[src/rtl/cnn_pkg.sv]
// Shared definitions for the classifier tail: class count, logit format and
// the collector state encoding.
package cnn_pkg;

   localparam int NUM_CLASSES = 10;
   localparam int LOGIT_W     = 62;
   localparam int CLASS_IDX_W = 4;

   typedef logic signed [LOGIT_W-1:0] logit_t;
   typedef logic [CLASS_IDX_W-1:0]    class_idx_t;

   typedef enum logic {
      FILL = 1'b0,
      FULL = 1'b1
   } collector_state_e;

   // Most-negative logit; a padded slot can never win the argmax.
   localparam logit_t LOGIT_MIN = {1'b1, {(LOGIT_W-1){1'b0}}};

endpackage

[src/rtl/logit_frame_collector.sv]
// Collects NUM_CLASSES signed logits arriving one per beat and presents the
// complete frame as a parallel bus to the argmax stage. Short frames are
// padded with the most-negative value and flagged in a sticky error bit.
module logit_frame_collector #(
   parameter int NUM_CLASSES = cnn_pkg::NUM_CLASSES,
   parameter int DATA_W      = cnn_pkg::LOGIT_W,
   parameter int IDX_W       = cnn_pkg::CLASS_IDX_W,
   parameter int CNT_W       = 16
) (
   input  logic                          clk,
   input  logic                          rst,
   input  logic                          s_valid,
   output logic                          s_ready,
   input  logic signed [DATA_W-1:0]      s_data,
   input  logic                          s_last,
   output logic                          m_valid,
   input  logic                          m_ready,
   output logic [NUM_CLASSES*DATA_W-1:0] m_scores,
   output logic                          frame_err,
   output logic [CNT_W-1:0]              frame_cnt
);

   import cnn_pkg::collector_state_e;
   import cnn_pkg::FILL;
   import cnn_pkg::FULL;

   localparam logic [DATA_W-1:0] PAD_VALUE = {1'b1, {(DATA_W-1){1'b0}}};
   localparam logic [IDX_W-1:0]  LAST_IDX  = IDX_W'(NUM_CLASSES - 1);

   collector_state_e  state_q, state_d;
   logic [IDX_W-1:0]  wr_ptr_q, wr_ptr_d;
   logic [DATA_W-1:0] slot_q [NUM_CLASSES];
   logic [DATA_W-1:0] slot_d [NUM_CLASSES];
   logic              err_q, err_d;
   logic [CNT_W-1:0]  cnt_q, cnt_d;

   // Next-state, slot writes, padding and hand-off bookkeeping.
   always_comb begin
      state_d  = state_q;
      wr_ptr_d = wr_ptr_q;
      err_d    = err_q;
      cnt_d    = cnt_q;
      for (int j = 0; j < NUM_CLASSES; j++) begin
         slot_d[j] = slot_q[j];
      end

      unique case (state_q)
         FILL: begin
            if (s_valid) begin
               for (int j = 0; j < NUM_CLASSES; j++) begin
                  if (j == int'(wr_ptr_q)) begin
                     slot_d[j] = s_data;
                  end
               end
               if (wr_ptr_q == LAST_IDX) begin
                  state_d = FULL;
                  if (!s_last) begin
                     err_d = 1'b1;
                  end
               end else if (s_last) begin
                  for (int j = 0; j < NUM_CLASSES; j++) begin
                     if (j > int'(wr_ptr_q)) begin
                        slot_d[j] = PAD_VALUE;
                     end
                  end
                  err_d   = 1'b1;
                  state_d = FULL;
               end else begin
                  wr_ptr_d = wr_ptr_q + 1'b1;
               end
            end
         end
         FULL: begin
            if (m_ready) begin
               state_d  = FILL;
               wr_ptr_d = '0;
               cnt_d    = cnt_q + 1'b1;
            end
         end
         default: begin
            state_d = FILL;
         end
      endcase
   end

   // State, pointer, slot bank and status registers with synchronous reset.
   always_ff @(posedge clk) begin
      if (rst) begin
         state_q  <= FILL;
         wr_ptr_q <= '0;
         err_q    <= 1'b0;
         cnt_q    <= '0;
         for (int j = 0; j < NUM_CLASSES; j++) begin
            slot_q[j] <= '0;
         end
      end else begin
         state_q  <= state_d;
         wr_ptr_q <= wr_ptr_d;
         err_q    <= err_d;
         cnt_q    <= cnt_d;
         for (int j = 0; j < NUM_CLASSES; j++) begin
            slot_q[j] <= slot_d[j];
         end
      end
   end

   // Flatten the slot bank onto the output bus, slot k at bits k*DATA_W.
   always_comb begin
      m_scores = '0;
      for (int k = 0; k < NUM_CLASSES; k++) begin
         m_scores[k*DATA_W +: DATA_W] = slot_q[k];
      end
   end

   assign s_ready   = (state_q == FILL);
   assign m_valid   = (state_q == FULL);
   assign frame_err = err_q;
   assign frame_cnt = cnt_q;

endmodule

[config.mk]
export PLATFORM = sky130hd
export DESIGN_NAME = logit_frame_collector
export DESIGN_NICKNAME = d
export VERILOG_FILES = /design/src/rtl/cnn_pkg.sv /design/src/rtl/logit_frame_collector.sv
export SDC_FILE = /design/constraint.sdc
export NUM_CORES = 1
export LEC_CHECK = 0
export ABC_AREA = 1
export CAP_MARGIN = 20
export CORE_AREA = 5 5 276 278
export DETAILED_ROUTE_END_ITERATION = 8
export DIE_AREA = 0 0 281 283
export GPL_TIMING_DRIVEN = 0
export PLACE_DENSITY = 0.55
export SYNTH_ARGS = -nofsm -noshare
export SYNTH_HDL_FRONTEND = slang
export SYNTH_SLANG_ARGS = --single-unit
[constraint.sdc]
create_clock -name clk -period 2 [get_ports clk]
set_input_delay 0.5 -clock clk [delete_from_list [all_inputs] [get_ports clk]]
set_output_delay 0.5 -clock clk [all_outputs]
set_load 0.01 [all_outputs]
# == Yosys cells after proc, flatten, opt, wreduce, memory -nomap -nowiden ==
# Memories as Yosys holds them, arrays and structs flattened.
# Cells that the tools add are included.
# word_totals
out_inout_bits,639
regBits,22
ramBits,620
input_bits,67
memories,1
word_cells,96
# classes
n_lt_le_gt_ge,9
mux,49
reduce_logical,5
n_bitwise,11
n_eq_ne,15
add_sub_neg,2
# memory_table
name,depth,width,read_ports,rd_clocked_by_memory_dff,wr,line,rtl
slot_q,10,62,10,0,10,logit_frame_collector.sv:32,logic [DATA_W-1:0] slot_q [NUM_CLASSES];
# op_table
operator,count
2-to-1 mux 62 bit,29
2-to-1 mux 620 bit,2
2-to-1 mux 558 bit,2
"equality test 4 bit, first input constant",6
"adder 16 x 1 -> 16 bit, second input constant",1
"greater-than comparator 3 x 4 -> 1 bit, first input constant",4
2-to-1 mux 4 bit,4
2-to-1 mux 1 bit,10
"!= test 2 bit, second input constant",5
OR 1 bit,10
"equality test 3 x 4 -> 1 bit, first input constant",2
"greater-than comparator 2 x 4 -> 1 bit, first input constant",2
"greater-than comparator 4 bit, first input constant",2
case mux 4 bit (2 select lines),1
AND reduction 4 bit,2
"adder 4 x 1 -> 4 bit, second input constant",1
"equality test 2 x 4 -> 1 bit, first input constant",1
"equality test 4 bit, second input constant",1
"greater-than comparator 1 x 4 -> 1 bit, first input constant",1
zero test 4 bit,1
case mux 1 bit (2 select lines),1
AND reduction 2 bit,1
nonzero test 2 bit,1
NOT 1 bit,1

# == Logic depth before layout (Yosys ltp) ==
# depth
depth_word,8
ltp_mapped,9
ltp_nobuf,8

# == Least setup slack after synthesis ==
# No wires, ideal clock.
# synth_timing
path_kind,input -> register
from,input rst
to,memory slot_q[5][11] (netlist name)
t_required_ns,1.935
setup_ns,0.065
path_slack_ns,0.421
cell_stages,6
arrival_ns,1.513
n_path_buf,3
cell_sequence,buf_2 inv_2 clkbuf_1 clkbuf_1 o211ai_1 nor2_1
# synth_rtl
element,line,rtl
"start, declared",logit_frame_collector.sv:11,"input logic rst,"
"end, declared",logit_frame_collector.sv:32,

==> reports/results.ini <==
[run_status]
status = finished clean

[route]
drtIter0Drc = 1767
routedWlPerCell_um = 23.5
routed_wl_mm = 114
viasPerCell = 4.90
drc_errors = 0
vias = 23700
final_antenna_net_count = 0
firstDrtPassIters = 5

[grt]
grt_max_degree = 14
grt_overflow_total = 0
track_usage_pct = 27.2
antenna_found_initial = 3
grt_pass1_wl_mm = 161
grt_pass1_vias = 22500

[min_path]
worstHoldEndpoint = slot_q[8][61]$_SDFFE_PP0P_
min_from = s_data[61]
min_path_cells = 3
hold_path_class = input port to register

[floorplanning]
dieArea_um2 = 79500
die_height_um = 283
die_w_um = 281
core_area_um2 = 73700
io_pins = 706
initial_core_util_pct = 32.4
rows = 100

[timing]
worst_pin_slew_ps = 876
timing.slew.headroom_pct = 41.6
grt_setup_unrepaired = yes
period_share_pct = 97.3
setup_viol_count_final = 0
fmax_mhz = 514
min_period_ps = 1950
fin_ws_ps = 53.6
holdWs_ps = 349
finalHoldViolCount = 0
skew_ps = 18.0
timing.setup.tns_ps = 0
finalMaxSlewViolations = 0

[worst_setup_path]
criticalPathCategory = register to primary output
ff2ff_setup_slack_ps = 90
crit_slowest_cell = dlygate4sd2_1
critical_path_arrival_ps = 1450
critPathRequiredTime_ps = 1500
crit_path_max_incr_delay_ps = 510
rr_endpoint = slot_q[5][34]$_SDFFE_PP0P_
cp_cell_sequence = dlygate4sd2_1
crit_family = buffers and inverters
crit-reg2reg-launch = wr_ptr_q[2]$_SDFFE_PP0P_
cp_max_fo = 2
ff2ff_path_depth = 7
cp-start-kind = register
worst-path-stages = 1
end_kind = primary output
worst-path-buf-inv = 1

[power_and_ir_drop]
power_uw = 29600
irDropWorstVdd_mv = 0.801
cellPowerDensity_nw_per_um2 = 869
p_leak_uw = 0.0162

[place]
post-place-ws_ps = -1210
placement.io_buffers = 643
gp_congestion = 0.841
hpwl_mm = 80.9

[synth]
synthArstFlopShare_pct = 0
synth_area_leaders = dfxtp_1 (54%), nor2_1 (13%), o21ai_0 (5.4%)
synth_top_area_share_pct = 53.9
synthCells = 3056
yosys_warnings = 0
synth_top_cells_by_count = nor2_1 (842), dfxtp_1 (642), nand2_1 (318)
syn_area_um2 = 23900
yosysMostFrequentCell = nor2_1
synth_edf_count = 0
yosysTopAreaCell = dfxtp_1
synth_nets = 3130
ys.flop_type = dfxtp_1
synth.distinct_cells = 33
synth-seq-cells = 642
avgSynthCellArea_um2 = 7.81
ys_seq_area_share_pct = 53.9

[job]
drv_cap = 0

[clocking]
clk_root_buffer_cell = clkbuf_16
cts_num_sinks = 642
cts_max_level = 3
cts_inserted_buffers = 73
cts_tree = built
cts_max_path_buffers = 3
clk_pin_slew_ps = 60
insertion_delay_ps = 620

[layout]
nNetsFinal = 3880
drive_gt1_share_pct = 10.9
num_antenna_cells = 0
synthToLayoutAreaGrowth_pct = 42.7

power breakdown:
part	leakage, uW	switching, uW	internal [uW]
clock network	0.00124	5680	8500
registers	0.00520	121	13000
logic	0.00972	1620	646
total	0.0162	7430	22200
sequential cells by signal, summed over array words and instances (netlist names):
register	cells
slot_q	620
frame_cnt	16
wr_ptr_q	4
frame_err	1
m_valid	1
layer usage:
layer  share of wire [%]  track usage (%)
met2                  47             44.8
met5                   0                0
met4                 4.0             10.8
met3                 8.9             7.93
met1                  40             33.5
kinds of logic after synthesis:
family	count (synthesis)	share of synthesized area, %
xor+xnor	3	0.110
compound gates	572	12.7
flops	642	53.9
fa+ha+maj	7	0.367
buf+inv	429	7.78
simple gates	1403	25.2
timing repair:
item	4_1_cts	5_1_grt
hold buffers	0	0
pin swaps	8	9
cloned	0	0
endpoints found under the setup margin	1217	530
setup buffers	29	9
resized for setup	727	94
final cells by class:
type	instances	area (um2)
fill	7614	39600
sequential	642	12900
multi-input combinational	1985	9300
timing repair buffer	682	6140
clock buffer	112	2200
buffer	259	1360
tap	969	1210
inverter	163	653
clock inverter	19	323
placed cells by master (no fill, tap or decap), drive strengths merged:
| master | n |
|---|---|
| nor2 | 852 |
| dfxtp | 642 |
| dlygate4sd2 | 636 |
| o21ai | 372 |
| nand2 | 322 |
| clkbuf | 282 |
| nor3 | 191 |
| inv | 163 |
| a21oi | 135 |
| buf | 131 |
| o211ai | 61 |
| nand3 | 29 |
| clkinv | 12 |
| nand4 | 9 |
| bufinv | 7 |
| ha | 7 |
| clkdlybuf4s50 | 4 |
| xor2 | 2 |
| o211a | 1 |
| o21a | 1 |
| xnor2 | 1 |
| o21bai | 1 |
| a211oi | 1 |
how the worst max path moves through the flow:
| stage | from | endpoint | slack [ps] |
|---|---|---|---|
| after CTS | m_valid$_SDFF_PP0_ | slot_q[7][35]$_SDFFE_PP0P_ | -10 |
| after floorplan | rst | slot_q[5][11]$_SDFFE_PP0P_ | 420 |
| after detailed placement | s_valid | slot_q[4][2]$_SDFFE_PP0P_ | -1210 |
| after global placement | s_valid | slot_q[4][3]$_SDFFE_PP0P_ | -1180 |
| final | slot_q[1][32]$_SDFFE_PP0P_ | m_scores[94] | 50 |
| after global routing | s_valid | slot_q[3][12]$_SDFFE_PP0P_ | -20 |
per-stage QoR:
stage	cells	utilization (%)	cell area, um2
floorplan	3056	-	23900
global placement	4668	42.8	31500
detailed placement	4669	42.8	31500
CTS	4826	45.9	33800
global route	4831	46.2	34100
finish	4831	46.2	34100
No activity file was read; power rests on OpenSTA's default activity.
